===== config.mk =====
export PLATFORM = sky130hd
export DESIGN_NAME = display_scan_ctrl_flat
export DESIGN_NICKNAME = d
export VERILOG_FILES = /design/src/rtl/display_pkg.sv /design/src/rtl/display_scan_ctrl_if.sv /design/src/rtl/display_scan_ctrl_scan_counter.sv /design/src/rtl/display_scan_ctrl.sv /design/src/flat_wrapper.sv
export SDC_FILE = /design/constraint.sdc
export NUM_CORES = 1
export LEC_CHECK = 0
export BUFFER_PORTS_ARGS = -buffer_cell sky130_fd_sc_hd__buf_2
export CAP_MARGIN = 20
export CORE_AREA = 3 3 110 112
export CTS_CLUSTER_SIZE = 8
export DETAILED_ROUTE_END_ITERATION = 10
export DIE_AREA = 0 0 113 115
export PLACE_DENSITY = 0.68
export SYNTH_ARGS = -nofsm -noshare
export SYNTH_HDL_FRONTEND = slang
export SYNTH_SLANG_ARGS = --single-unit
export TNS_END_PERCENT = 100

===== constraint.sdc =====
create_clock -name clk -period 3.6 [get_ports clk]
set_clock_uncertainty 0.15 [all_clocks]
set_input_delay 0.72 -clock clk [delete_from_list [all_inputs] [get_ports clk]]
set_output_delay 0.72 -clock clk [all_outputs]
set_load 0.01 [all_outputs]

===== src/rtl/display_pkg.sv =====
// -----------------------------------------------------------------------------
// display_pkg
// Shared types and defaults for the ping-pong frame-buffer scan controller.
//   scan_state_e : scan state machine encoding (IDLE, VBLANK, ACTIVE)
//   buf_idx_t    : index of one of the two frame buffers
//   *_DEF        : default values for the CH, CNT_W and ADDR_W parameters
// -----------------------------------------------------------------------------
package display_pkg;

  localparam int unsigned CH_DEF     = 3;
  localparam int unsigned CNT_W_DEF  = 10;
  localparam int unsigned ADDR_W_DEF = 16;

  typedef enum logic [1:0] {
    IDLE   = 2'd0,
    VBLANK = 2'd1,
    ACTIVE = 2'd2
  } scan_state_e;

  typedef logic buf_idx_t;

endpackage


===== src/rtl/display_scan_ctrl_if.sv =====
// -----------------------------------------------------------------------------
// display_scan_ctrl_if
// Frame-buffer read port driven by the scan controller.
//   rd_buf  : index of the front buffer being read
//   rd_en   : read strobe into buffer rd_buf
//   rd_addr : read address, one per channel sample
//   ch_sel  : one-hot channel select, aligned with rd_en
// Modports: master (scan controller), slave (frame buffers / pixel mux).
// -----------------------------------------------------------------------------
interface display_scan_ctrl_if
  import display_pkg::*;
#(
  parameter int unsigned CH     = CH_DEF,
  parameter int unsigned ADDR_W = ADDR_W_DEF
) ();

  buf_idx_t          rd_buf;
  logic              rd_en;
  logic [ADDR_W-1:0] rd_addr;
  logic [CH-1:0]     ch_sel;

  modport master (output rd_buf, rd_en, rd_addr, ch_sel);
  modport slave  (input  rd_buf, rd_en, rd_addr, ch_sel);

endinterface


===== src/rtl/display_scan_ctrl_scan_counter.sv =====
// -----------------------------------------------------------------------------
// scan_counter
// Channel -> pixel -> line counter chain for one scan region.
//   clk, rst_n  : clock, asynchronous active-low reset
//   clear_i     : force all counters to zero (held while idle)
//   run_i       : advance one channel sample this cycle
//   px_last_i   : last pixel index of a line (pixels per line - 1)
//   ln_last_i   : last line index of the current region
//   ch_wrap_o   : channel counter is at CH-1
//   px_wrap_o   : pixel counter is at px_last_i
//   ln_wrap_o   : line counter is at ln_last_i
//   px_o, ln_o  : current pixel and line within the region
// All three wraps together mark the last sample of the region, after which
// the chain has returned to zero for the next region.
// -----------------------------------------------------------------------------
module scan_counter #(
  parameter int unsigned CH    = 3,
  parameter int unsigned CNT_W = 10
) (
  input  logic             clk,
  input  logic             rst_n,
  input  logic             clear_i,
  input  logic             run_i,
  input  logic [CNT_W-1:0] px_last_i,
  input  logic [CNT_W-1:0] ln_last_i,
  output logic             ch_wrap_o,
  output logic             px_wrap_o,
  output logic             ln_wrap_o,
  output logic [CNT_W-1:0] px_o,
  output logic [CNT_W-1:0] ln_o
);

  localparam int unsigned CH_W = (CH > 1) ? $clog2(CH) : 1;

  logic [CH_W-1:0]  ch_q;
  logic [CNT_W-1:0] px_q;
  logic [CNT_W-1:0] ln_q;

  assign ch_wrap_o = (ch_q == CH_W'(CH - 1));
  assign px_wrap_o = (px_q == px_last_i);
  assign ln_wrap_o = (ln_q == ln_last_i);
  assign px_o      = px_q;
  assign ln_o      = ln_q;

  // NOTE: state registers use non-blocking assignments so every flop samples
  // pre-edge values, independent of statement order within the block.
  always_ff @(posedge clk or negedge rst_n) begin
    if (!rst_n) begin
      ch_q <= '0;
      px_q <= '0;
      ln_q <= '0;
    end else if (clear_i) begin
      ch_q <= '0;
      px_q <= '0;
      ln_q <= '0;
    end else if (run_i) begin
      if (ch_wrap_o) begin
        ch_q <= '0;
        if (px_wrap_o) begin
          px_q <= '0;
          ln_q <= ln_wrap_o ? '0 : ln_q + CNT_W'(1);
        end else begin
          px_q <= px_q + CNT_W'(1);
        end
      end else begin
        ch_q <= ch_q + CH_W'(1);
      end
    end
  end

endmodule


===== src/rtl/display_scan_ctrl.sv =====
// -----------------------------------------------------------------------------
// display_scan_ctrl
// Ping-pong frame-buffer scan controller. Sequences vertical blanking then
// active lines, one colour channel per clock, and reads the front buffer.
// Buffers swap at frame end only when the back buffer has been filled.
//   clk, rst_n        : clock, asynchronous active-low reset
//   enable_i          : scan enable, sampled at frame start
//   active_px_i       : pixels per line (blanking and active lines)
//   active_ln_i       : active lines per frame
//   vb_lines_i        : vertical-blanking lines before the active lines
//   wr_done_i         : writer finished filling buffer wr_buf_o
//   wr_buf_o          : back buffer index (writer side)
//   buf_full_o        : per-buffer full flags
//   blank_o, vsync_o  : blanking level, one-cycle frame-start pulse
//   px_cnt_o, line_cnt_o : position within the current region
//   underrun_cnt_o    : repeated-frame count
//   rd_bus            : front-buffer read port (rd_buf, rd_en, rd_addr, ch_sel)
// Build option: SCAN_UNDERRUN_CNT_EN builds the saturating underrun counter;
// without it underrun_cnt_o is tied to zero.
// -----------------------------------------------------------------------------
module display_scan_ctrl
  import display_pkg::*;
#(
  parameter int unsigned CH     = CH_DEF,
  parameter int unsigned CNT_W  = CNT_W_DEF,
  parameter int unsigned ADDR_W = ADDR_W_DEF
) (
  input  logic                clk,
  input  logic                rst_n,
  input  logic                enable_i,
  input  logic [CNT_W-1:0]    active_px_i,
  input  logic [CNT_W-1:0]    active_ln_i,
  input  logic [CNT_W-1:0]    vb_lines_i,
  input  logic                wr_done_i,
  output buf_idx_t            wr_buf_o,
  output logic [1:0]          buf_full_o,
  output logic                blank_o,
  output logic                vsync_o,
  output logic [CNT_W-1:0]    px_cnt_o,
  output logic [CNT_W-1:0]    line_cnt_o,
  output logic [15:0]         underrun_cnt_o,
  display_scan_ctrl_if.master rd_bus
);

  scan_state_e       state_q, state_d;
  logic [CNT_W-1:0]  geo_px_q, geo_ln_q, geo_vb_q;
  buf_idx_t          rd_buf_q, rd_buf_d, wr_buf_q, wr_buf_d;
  logic [1:0]        buf_full_q, buf_full_d;
  logic              rd_en_q, rd_en_d;
  logic              blank_q, vsync_q;
  logic [ADDR_W-1:0] rd_addr_q;
  logic [CH-1:0]     ch_sel_q, ch_sel_d;

  logic              ch_wrap, px_wrap, ln_wrap;
  logic [CNT_W-1:0]  ln_last;
  logic              region_end, frame_end, start, swap;

  function automatic logic [CH-1:0] rotl1(input logic [CH-1:0] v);
    return CH'((v << 1) | (v >> (CH - 1)));
  endfunction

  scan_counter #(.CH(CH), .CNT_W(CNT_W)) u_scan_counter (
    .clk       (clk),
    .rst_n     (rst_n),
    .clear_i   (state_q == IDLE),
    .run_i     (state_q != IDLE),
    .px_last_i (geo_px_q - CNT_W'(1)),
    .ln_last_i (ln_last),
    .ch_wrap_o (ch_wrap),
    .px_wrap_o (px_wrap),
    .ln_wrap_o (ln_wrap),
    .px_o      (px_cnt_o),
    .ln_o      (line_cnt_o)
  );

  // NOTE: every signal written here gets a default first, so no path leaves
  // a value unassigned and no latch is inferred.
  always_comb begin
    ln_last    = ((state_q == VBLANK) ? geo_vb_q : geo_ln_q) - CNT_W'(1);
    region_end = (state_q != IDLE) && ch_wrap && px_wrap && ln_wrap;
    frame_end  = region_end && (state_q == ACTIVE);
    // A new frame follows the previous one with no gap, or leaves IDLE.
    start      = enable_i && (active_px_i != '0) && (active_ln_i != '0) &&
                 ((state_q == IDLE) || frame_end);
    // A wr_done on the frame-end cycle still counts as a full back buffer.
    swap       = frame_end && (buf_full_q[wr_buf_q] || wr_done_i);

    buf_full_d = buf_full_q;
    if (wr_done_i) buf_full_d[wr_buf_q] = 1'b1;
    if (swap)      buf_full_d[rd_buf_q] = 1'b0;
    rd_buf_d   = swap ? ~rd_buf_q : rd_buf_q;
    wr_buf_d   = swap ? ~wr_buf_q : wr_buf_q;

    state_d = state_q;
    if (start)           state_d = (vb_lines_i != '0) ? VBLANK : ACTIVE;
    else if (frame_end)  state_d = IDLE;
    else if (region_end) state_d = ACTIVE;

    rd_en_d  = (state_d == ACTIVE) && buf_full_d[rd_buf_d];
    ch_sel_d = (state_d == IDLE) ? '0 : (start ? CH'(1) : rotl1(ch_sel_q));
  end

  // NOTE: geometry latches are ordinary control registers and take the reset
  // like everything else; nothing here is left to power-up state.
  always_ff @(posedge clk or negedge rst_n) begin
    if (!rst_n) begin
      state_q    <= IDLE;
      geo_px_q   <= '0;
      geo_ln_q   <= '0;
      geo_vb_q   <= '0;
      rd_buf_q   <= 1'b1;
      wr_buf_q   <= 1'b0;
      buf_full_q <= 2'b00;
      rd_en_q    <= 1'b0;
      blank_q    <= 1'b1;
      vsync_q    <= 1'b0;
      rd_addr_q  <= '0;
      ch_sel_q   <= '0;
    end else begin
      state_q    <= state_d;
      if (start) begin
        geo_px_q <= active_px_i;
        geo_ln_q <= active_ln_i;
        geo_vb_q <= vb_lines_i;
      end
      rd_buf_q   <= rd_buf_d;
      wr_buf_q   <= wr_buf_d;
      buf_full_q <= buf_full_d;
      rd_en_q    <= rd_en_d;
      blank_q    <= ~rd_en_d;
      vsync_q    <= start;
      ch_sel_q   <= ch_sel_d;
      // Every frame, repeated or swapped, reads from address 0.
      if (frame_end || (state_q == IDLE)) rd_addr_q <= '0;
      else if (rd_en_q)                   rd_addr_q <= rd_addr_q + ADDR_W'(1);
    end
  end

`ifdef SCAN_UNDERRUN_CNT_EN
  logic [15:0] underrun_q;

  // Counts repeats of a real frame only; an empty front buffer is start-up.
  always_ff @(posedge clk or negedge rst_n) begin
    if (!rst_n) begin
      underrun_q <= '0;
    end else if (frame_end && !swap && buf_full_q[rd_buf_q] &&
                 (underrun_q != 16'hFFFF)) begin
      underrun_q <= underrun_q + 16'd1;
    end
  end

  assign underrun_cnt_o = underrun_q;
`else
  assign underrun_cnt_o = '0;
`endif

  assign wr_buf_o       = wr_buf_q;
  assign buf_full_o     = buf_full_q;
  assign blank_o        = blank_q;
  assign vsync_o        = vsync_q;
  assign rd_bus.rd_buf  = rd_buf_q;
  assign rd_bus.rd_en   = rd_en_q;
  assign rd_bus.rd_addr = rd_addr_q;
  assign rd_bus.ch_sel  = ch_sel_q;

endmodule


===== src/flat_wrapper.sv =====
// flat-port wrapper written by rule: the top's interface ports become plain ports
module display_scan_ctrl_flat import display_pkg::*;
#(
  parameter int unsigned CH     = CH_DEF,
  parameter int unsigned CNT_W  = CNT_W_DEF,
  parameter int unsigned ADDR_W = ADDR_W_DEF
)
  (clk, rst_n, enable_i, active_px_i, active_ln_i, vb_lines_i, wr_done_i, wr_buf_o, buf_full_o, blank_o, vsync_o, px_cnt_o, line_cnt_o, underrun_cnt_o, rd_bus_rd_buf, rd_bus_rd_en, rd_bus_rd_addr, rd_bus_ch_sel);
  display_scan_ctrl_if #(.CH(CH), .ADDR_W(ADDR_W)) rd_bus_i ();
  input  logic clk;
  input  logic rst_n;
  input  logic enable_i;
  input  logic [CNT_W-1:0] active_px_i;
  input  logic [CNT_W-1:0] active_ln_i;
  input  logic [CNT_W-1:0] vb_lines_i;
  input  logic wr_done_i;
  output buf_idx_t wr_buf_o;
  output logic [1:0] buf_full_o;
  output logic blank_o;
  output logic vsync_o;
  output logic [CNT_W-1:0] px_cnt_o;
  output logic [CNT_W-1:0] line_cnt_o;
  output logic [15:0] underrun_cnt_o;
  output wire logic [$bits(rd_bus_i.rd_buf)-1:0] rd_bus_rd_buf;
  output wire logic [$bits(rd_bus_i.rd_en)-1:0] rd_bus_rd_en;
  output wire logic [$bits(rd_bus_i.rd_addr)-1:0] rd_bus_rd_addr;
  output wire logic [$bits(rd_bus_i.ch_sel)-1:0] rd_bus_ch_sel;
  assign rd_bus_rd_buf = rd_bus_i.rd_buf;
  assign rd_bus_rd_en = rd_bus_i.rd_en;
  assign rd_bus_rd_addr = rd_bus_i.rd_addr;
  assign rd_bus_ch_sel = rd_bus_i.ch_sel;
  display_scan_ctrl #(.CH(CH), .CNT_W(CNT_W), .ADDR_W(ADDR_W)) u_core (.clk(clk), .rst_n(rst_n), .enable_i(enable_i), .active_px_i(active_px_i), .active_ln_i(active_ln_i), .vb_lines_i(vb_lines_i), .wr_done_i(wr_done_i), .wr_buf_o(wr_buf_o), .buf_full_o(buf_full_o), .blank_o(blank_o), .vsync_o(vsync_o), .px_cnt_o(px_cnt_o), .line_cnt_o(line_cnt_o), .underrun_cnt_o(underrun_cnt_o), .rd_bus(rd_bus_i));
endmodule

==> results of run 1 <==
synth_stat cells (5+ instances only):
library cell,number,area [µm²]
clkbuf_1,5,18.77
nand2_1,23,86.33
inv_1,5,18.77
buf_6,5,56.30
mux2i_1,18,180.2
a21oi_1,9,45.04
nor3_1,9,45.04
nand3_1,12,60.06
nor2b_1,5,31.28
ha_1,5,62.56
and3_1,10,62.56
buf_4,19,142.6
mux2_1,28,315.3
nor2_1,56,210.2
xor2_1,33,289.0
dfrtp_1,78,1952
nor4_1,9,56.30
nand4_1,12,75.07
xnor2_1,26,227.7
logic make-up after synthesis:
| family | after synthesis |
|---|---|
| AOI/OAI and AO/OA | 33 |
| xor gates and xnor gates | 61 |
| adders and majority gates | 5 |
| buffers and inverters | 38 |
| DFF | 80 |
| muxes | 50 |
| other | 1 |
| and+or+nand+nor | 163 |
where the power goes:
part / switching, W / internal [W] / leakage [nW]
sequential: 0.0000465 / 0.000939 / 1.06
clock: 0.000358 / 0.000646 / 0.159
combinational: 0.000123 / 0.0000845 / 1.47
total: 0.000527 / 0.00167 / 2.69
per-stage QoR:
step,hold slack [ns],std cells
2_1_floorplan,0.2744,446
3_3_place_gp,0.3041,642
3_5_place_dp,0.3157,642
4_1_cts,0.3248,658
5_1_grt,0.2092,660
6_report,0.1784,660
worst min-delay path by stage:
stage	start	endpoint	slack [ns]
detailed placement	u_core.u_scan_counter.ch_q[0]	u_core.u_scan_counter.ch_q[0]	0.32
floorplan	rst_n	u_core.buf_full_o[0]	0.27
finish	rst_n	u_core.geo_vb_q[5]	0.18
CTS	u_core.u_scan_counter.ch_q[0]	u_core.u_scan_counter.ch_q[0]	0.32
global route	rst_n	u_core.geo_vb_q[0]	0.21
global placement	u_core.u_scan_counter.ch_q[0]	u_core.u_scan_counter.ch_q[0]	0.30
cell type report:
cell class                 instances  area share
clock buffer                      12     0.04756
sequential                        80      0.3722
inverter                           5    0.003480
clock inverter                     4     0.01415
tap                              143     0.03318
timing repair buffer              88     0.09698
multi-input combinational        328      0.4325
state kept, by name, indices dropped and copies added (netlist names), 2 cells and up:
register	count
u_core.buf_full_o	2
u_core.geo_ln_q	10
u_core.geo_px_q	10
u_core.geo_vb_q	10
u_core.rd_bus.ch_sel	3
u_core.rd_bus.rd_addr	16
u_core.state_q	2
u_core.u_scan_counter.ch_q	2
u_core.u_scan_counter.ln_o	10
u_core.u_scan_counter.px_o	10
placed cells by master (no fill, tap or decap), types with 2 or more instances in the layout:
master     count
buf_2         78
dfrtp_1       76
nor2_1        56
xor2_1        33
mux2_1        28
xnor2_1       26
nand2_1       23
mux2i_1       17
conb_1        16
nand3_1       12
nand4_1       12
and3_1        10
clkbuf_16     10
a21oi_1        9
nor3_1         8
nor4_1         8
inv_1          5
nor2b_1        5
buf_4          5
nand2b_1       4
and4_1         4
ha_1           4
a31oi_1        3
o21ai_0        3
o21ai_1        3
nor3b_1        3
and2_1         3
mux2_2         3
nand4b_1       2
or2_2          2
o21a_1         2
nand3b_1       2
bufinv_16      2
clkbuf_8       2
buf_6          2
dfstp_2        2
dfrtp_2        2
routing by layer:
layer / vias to the layer above / GRT usage / share of wire
met1: 1698 / 0.2039 / 0.44
met5: - / 0 / 0
met2: 114 / 0.2658 / 0.48
met3: 13 / 0.03579 / 0.062
met4: 0 / 0.04647 / 0.014
li1: 1630 / - / -
timing repair:
item / in CTS / in global routing
endpoints found under the hold margin: 0 / 0
setup endpoints to repair: 1 / 33
pin swaps: 0 / 4
cloned: 0 / 1
gates resized for setup: 1 / 15
==> run_results.csv, run 1 <==
group,metric,value,unit
drt,wl_per_cell,15.49,µm
cells_and_area,seqCellArea,2007,µm²
critical_path,critPathMaxFanout,13,
hold_path,hold_class,"in -> async",
critical_path,worstSetupEndpoint,"u_core.geo_px_q[1]",
global_route,grt_pass1_vias,3226,
flow_run,max-cap-violations,0,
sta,timing.final.ws_setup,0.2030,ns
clock_tree,cts.clk_slew.worst_paths,0.06,ns
critical_path,arrival,3.46,ns
critical_path,setup.worst_path.start,"u_core.state_q[1]",
drt,firstDrtPassIters,5,
synth,synth_cells,431,
drt,drc_errors,0,
critical_path,cp_slowest_cell,"dfrtp_1",
critical_path,rr_startpoint,"u_core.state_q[1]",
sta,clock.fmax,0.2944,GHz
placement,io_buffers,79,
cells_and_area,multi_input_comb_area,2332,µm²
drt,routed_via_density,5.235,
synth,synth-seq-area-share,0.4466,
sta,slew_viol_final,0,
clock_tree,cts.sink_count,80,
floorplan,num_rows,39,
critical_path,cpMostUsedCell,"buf_6",
synth,synth_flop_cell,"dfrtp_1",
clock_tree,clock_latency,0.34,ns
clock_tree,post_cts_buffers,0,
cells_and_area,finalInstanceArea,5393,µm²
clock_tree,cts_root_buf,"clkbuf_16",
placement,post-place-ws,0.01347,ns
critical_path,crit_family,"multiplexers",
clock_tree,clockBufferDepth,2,
placement,place_area,4950,µm²
synth,muxShareOfSynthArea,0.1213,
power,power_density,407.4,nW/µm²
sta,setup_viol,0,
floorplan,die_h,115,µm
critical_path,path_cells,"nor2b_4 > buf_6 > mux2i_1 > xnor2_1 > mux2_4 > a2111oi_2 > and3_1 > nand2_2 > a21oi_2 > and2_4 > buf_6 > mux2_1",
clock_tree,holdBufCountCts,0,
floorplan,coreArea,11320,µm²
clock_tree,cts_max_level,3,
synth,ys_ff_latch,80,
cells_and_area,area_growth,20.16,%
floorplan,die_x,113,µm
sta,hold_viol_final,0,
drt,num_vias,3455,
synth,yosys.area_share.simple,0.1865,
global_route,grt_overflow,0,
synth,synthesis.area,4488,µm²
clock_tree,cts_buffers,9,
critical_path,worstSetupPathType,"reg -> reg",
global_route,grt_pass1_wl,16370,µm
synth,synth_compound_area_frac,0.05018,
critical_path,cp.buffers_inverters,2,
synth,synth_top_family_by_area,"simple AND/OR/NAND/NOR gates",
cells_and_area,drive_gt1_frac,0.2476,
global_route,grt_use_total,0.1577,
sta,min_period_over_period,0.9436,
critical_path,r2r_slack,0.20,ns
status,status,"finished clean",
drt,antenna_left,0,
drt,drt_iter0_markers,149,
power,total_power,0.002197,W
synth,synth_edf_count,0,
sta,slew-limit-headroom,0.5043,
critical_path,timing.rr.end,"u_core.geo_px_q[1]",
critical_path,worstSetupEndpointType,"flop",
synth,yosysWarnings,0,
power,p_leak,2.690,nW
drt,wirelength,10230,µm
cells_and_area,fillers,1078,
placement,hpwl,7408,µm
clock_tree,tritoncts,"done",
cells_and_area,utilization,0.4763,
power,ir_worst_vdd,0.4330,mV
critical_path,cp_slowest_stage_delay,0.41,ns
floorplan,start_util,0.3964,
critical_path,worst-path-stages,12,
synth,synthArstFlopShare,1.000,
sta,tightest_slew,0.7386,ns
global_route,grt_max_degree,81,
sta,layout_min_cycle_time,3.397,ns
critical_path,worst_ep_required_time,3.66,ns
sta,setup_tns,0,ns
floorplan,io_pins,96,
synth,synth_xor_area_frac,0.1238,
synth,synthAdderAreaFrac,0.01394,
critical_path,r2r_cells,12,
placement,gp_congestion,0.8898,
cells_and_area,n_antenna_cell,0,
cells_and_area,num-nets-final,551,
floorplan,fp.dieArea,13000,µm²
synth,synth.distinct_cells,57,
global_route,antenna_found_initial,0,
critical_path,startpoint_type,"flop",
synth,syn_avg_cell_area,10.41,µm²
Note: power is estimated with default switching activity, not from simulation.
==> run 2, diff against run 1 <==
- PLACE_DENSITY: 0.68 -> 0.71
- RECOVER_POWER: unset -> 100
==> run 2 against run 1 <==
Effect of this change: clock power increased by 6%; critical path type unchanged; non-clock buffer count decreased by 1; count of clock-buffer cells in the layout is 1 lower; first-iteration DRC count is 15% higher; sequential share of layout area grew 0.74 points; critical path depth increased by 1; highest routed layer unchanged; power is 1.8% higher; worst setup slack gained 0.014 ns; wire length down 0.37%; flip-flop and latch count unchanged; largest cell class unchanged; register-to-register slack barely moved; core utilization shrank 0.93 points.
==> run_results.csv, run 2 (same netlist as run 1, synthesis figures left out) <==
group,metric,value,unit
status,status,"finished clean",
sta,slew_viol_final,0,
critical_path,worstSetupPathType,"reg -> reg",
clock_tree,cts.sink_count,80,
sta,tightest_slew,1.382,ns
global_route,grt_pass1_wl,16690,µm
clock_tree,clock_latency,0.34,ns
flow_run,max-cap-violations,0,
global_route,grt_max_degree,81,
drt,firstDrtPassIters,4,
cells_and_area,area_growth,17.81,%
cells_and_area,fillers,1084,
sta,setup_viol,0,
critical_path,arrival,3.44,ns
power,power_density,423.2,nW/µm²
placement,hpwl,7566,µm
drt,drc_errors,0,
floorplan,num_rows,39,
cells_and_area,largest_reg_flops,16,
cells_and_area,utilization,0.4671,
cells_and_area,num-nets-final,550,
critical_path,startpoint_type,"flop",
sta,timing.final.ws_setup,0.2168,ns
cells_and_area,n_antenna_cell,0,
placement,gp_congestion,0.8515,
drt,wirelength,10190,µm
drt,antenna_left,0,
cells_and_area,layout_common_cells,"76 x dfrtp_1, 56 x nor2_1, 47 x clkbuf_1",
floorplan,io_pins,96,
clock_tree,tritoncts,"done",
drt,wl_per_cell,15.46,µm
sta,hold_viol_final,0,
sta,clock.fmax,0.2956,GHz
placement,post-place-ws,-0.02013,ns
critical_path,worst_ep_required_time,3.66,ns
clock_tree,cts.clk_slew.worst_paths,0.07,ns
clock_tree,cts_root_buf,"clkbuf_16",
sta,slew-limit-headroom,0.07869,
clock_tree,cts_max_level,3,
power,ir_worst_vdd,0.3125,mV
hold_path,hold_class,"reg -> reg",
critical_path,cp_slowest_stage_delay,0.45,ns
floorplan,die_h,115,µm
drt,drt_iter0_markers,171,
placement,io_buffers,79,
critical_path,worstSetupEndpointType,"flop",
cells_and_area,final_common_cell,"dfrtp_1",
sta,min_period_over_period,0.9398,
critical_path,path_cells,"inv_1 > ha_2 > nor3b_4 > a31oi_1 > a211o_1 > a2bb2oi_2 > nand4_1 > nor3_2 > nand2_2 > a21oi_2 > and2_4 > buf_12 > mux2_1",
sta,layout_min_cycle_time,3.383,ns
drt,routed_via_density,5.115,
floorplan,fp.dieArea,13000,µm²
global_route,grt_use_total,0.1612,
critical_path,critPathMaxFanout,22,
floorplan,die_x,113,µm
cells_and_area,drive_gt1_frac,0.1531,
drt,num_vias,3371,
clock_tree,clockBufferDepth,2,
global_route,antenna_found_initial,0,
floorplan,coreArea,11320,µm²
global_route,grt_pass1_vias,3297,
clock_tree,cts_buffers,9,
critical_path,cp_slowest_cell,"dfrtp_2",
floorplan,start_util,0.3964,
global_route,grt_overflow,0,
power,p_leak,2.501,nW
==> run 2: worst paths after layout <==
check / from / to / slack (ns) / cells after the start
min in group asynchronous: rst_n / u_core.geo_vb_q[6] / 0.54 / 1
hold reg to reg: u_core.u_scan_counter.ch_q[1] / u_core.u_scan_counter.ch_q[1] / 0.33 / 1
max in group asynchronous: rst_n / u_core.geo_px_q[1] / 0.66 / 2
setup / recovery: u_core.geo_px_q[0] / u_core.geo_ln_q[4] / 0.22 / 13
setup reg to reg: u_core.geo_px_q[0] / u_core.geo_ln_q[4] / 0.22 / 13
hold / removal: u_core.u_scan_counter.ch_q[1] / u_core.u_scan_counter.ch_q[1] / 0.33 / 1
==> run 2: power by group <==
part	internal [W]	total, W	switching, W
Combinational	0.0000711	0.000193	0.000122
Sequential	0.000939	0.000988	0.0000484
Clock	0.000697	0.00106	0.000360
Total	0.00171	0.00224	0.000531
==> run 2: per-layer routing <==
layer / vias up / part of all wire / track usage
li1: 1625 / - / -
met1: 1640 / 0.45 / 0.2101
met2: 94 / 0.48 / 0.2674
met3: 12 / 0.050 / 0.03895
met4: 0 / 0.017 / 0.04968
met5: - / 0 / 0
==> run 2: timing repair <==
item                                    in CTS  in global routing
setup buffers                                0                  0
resized for setup                            1                 12
pin swaps                                    0                  3
hold buffers                                 0                  0
endpoints found under the setup margin      13                 38
==> run 2: per-stage QoR <==
step	setup TNS (ns)	power (W)	instances	hold WS [ns]	area, µm²
CTS	0	0.002274	658	0.3253	5303
finish	0	0.002238	659	0.3272	5288
global route	-0.006795	0.002332	659	0.3704	5288
floorplan	0	0.001115	446	0.2744	4544
detailed placement	-0.04058	0.001206	642	0.3162	4950
global placement	0	0.001198	642	0.3076	4950
==> run 2: worst max-delay path: cells and delay by family (launching register included) <==
kind / cells / cell delay [ns]
adders and majority gates: 1 / 0.21
and+or+nand+nor: 5 / 1.10
DFF: 1 / 0.45
muxes: 1 / 0.34
buffers and inverters: 2 / 0.24
AOI/OAI and AO/OA: 4 / 0.77
==> run 2: area by class of cell <==
type,instances,area (µm²),area share
Clock buffer,11,242.7,0.04591
Clock inverter,5,103.9,0.01964
Inverter,5,18.77,0.003549
Multi-Input combinational cell,328,2325,0.4397
Sequential cell,80,2007,0.3796
Tap cell,143,178.9,0.03384
Timing Repair Buffer,87,411.6,0.07785
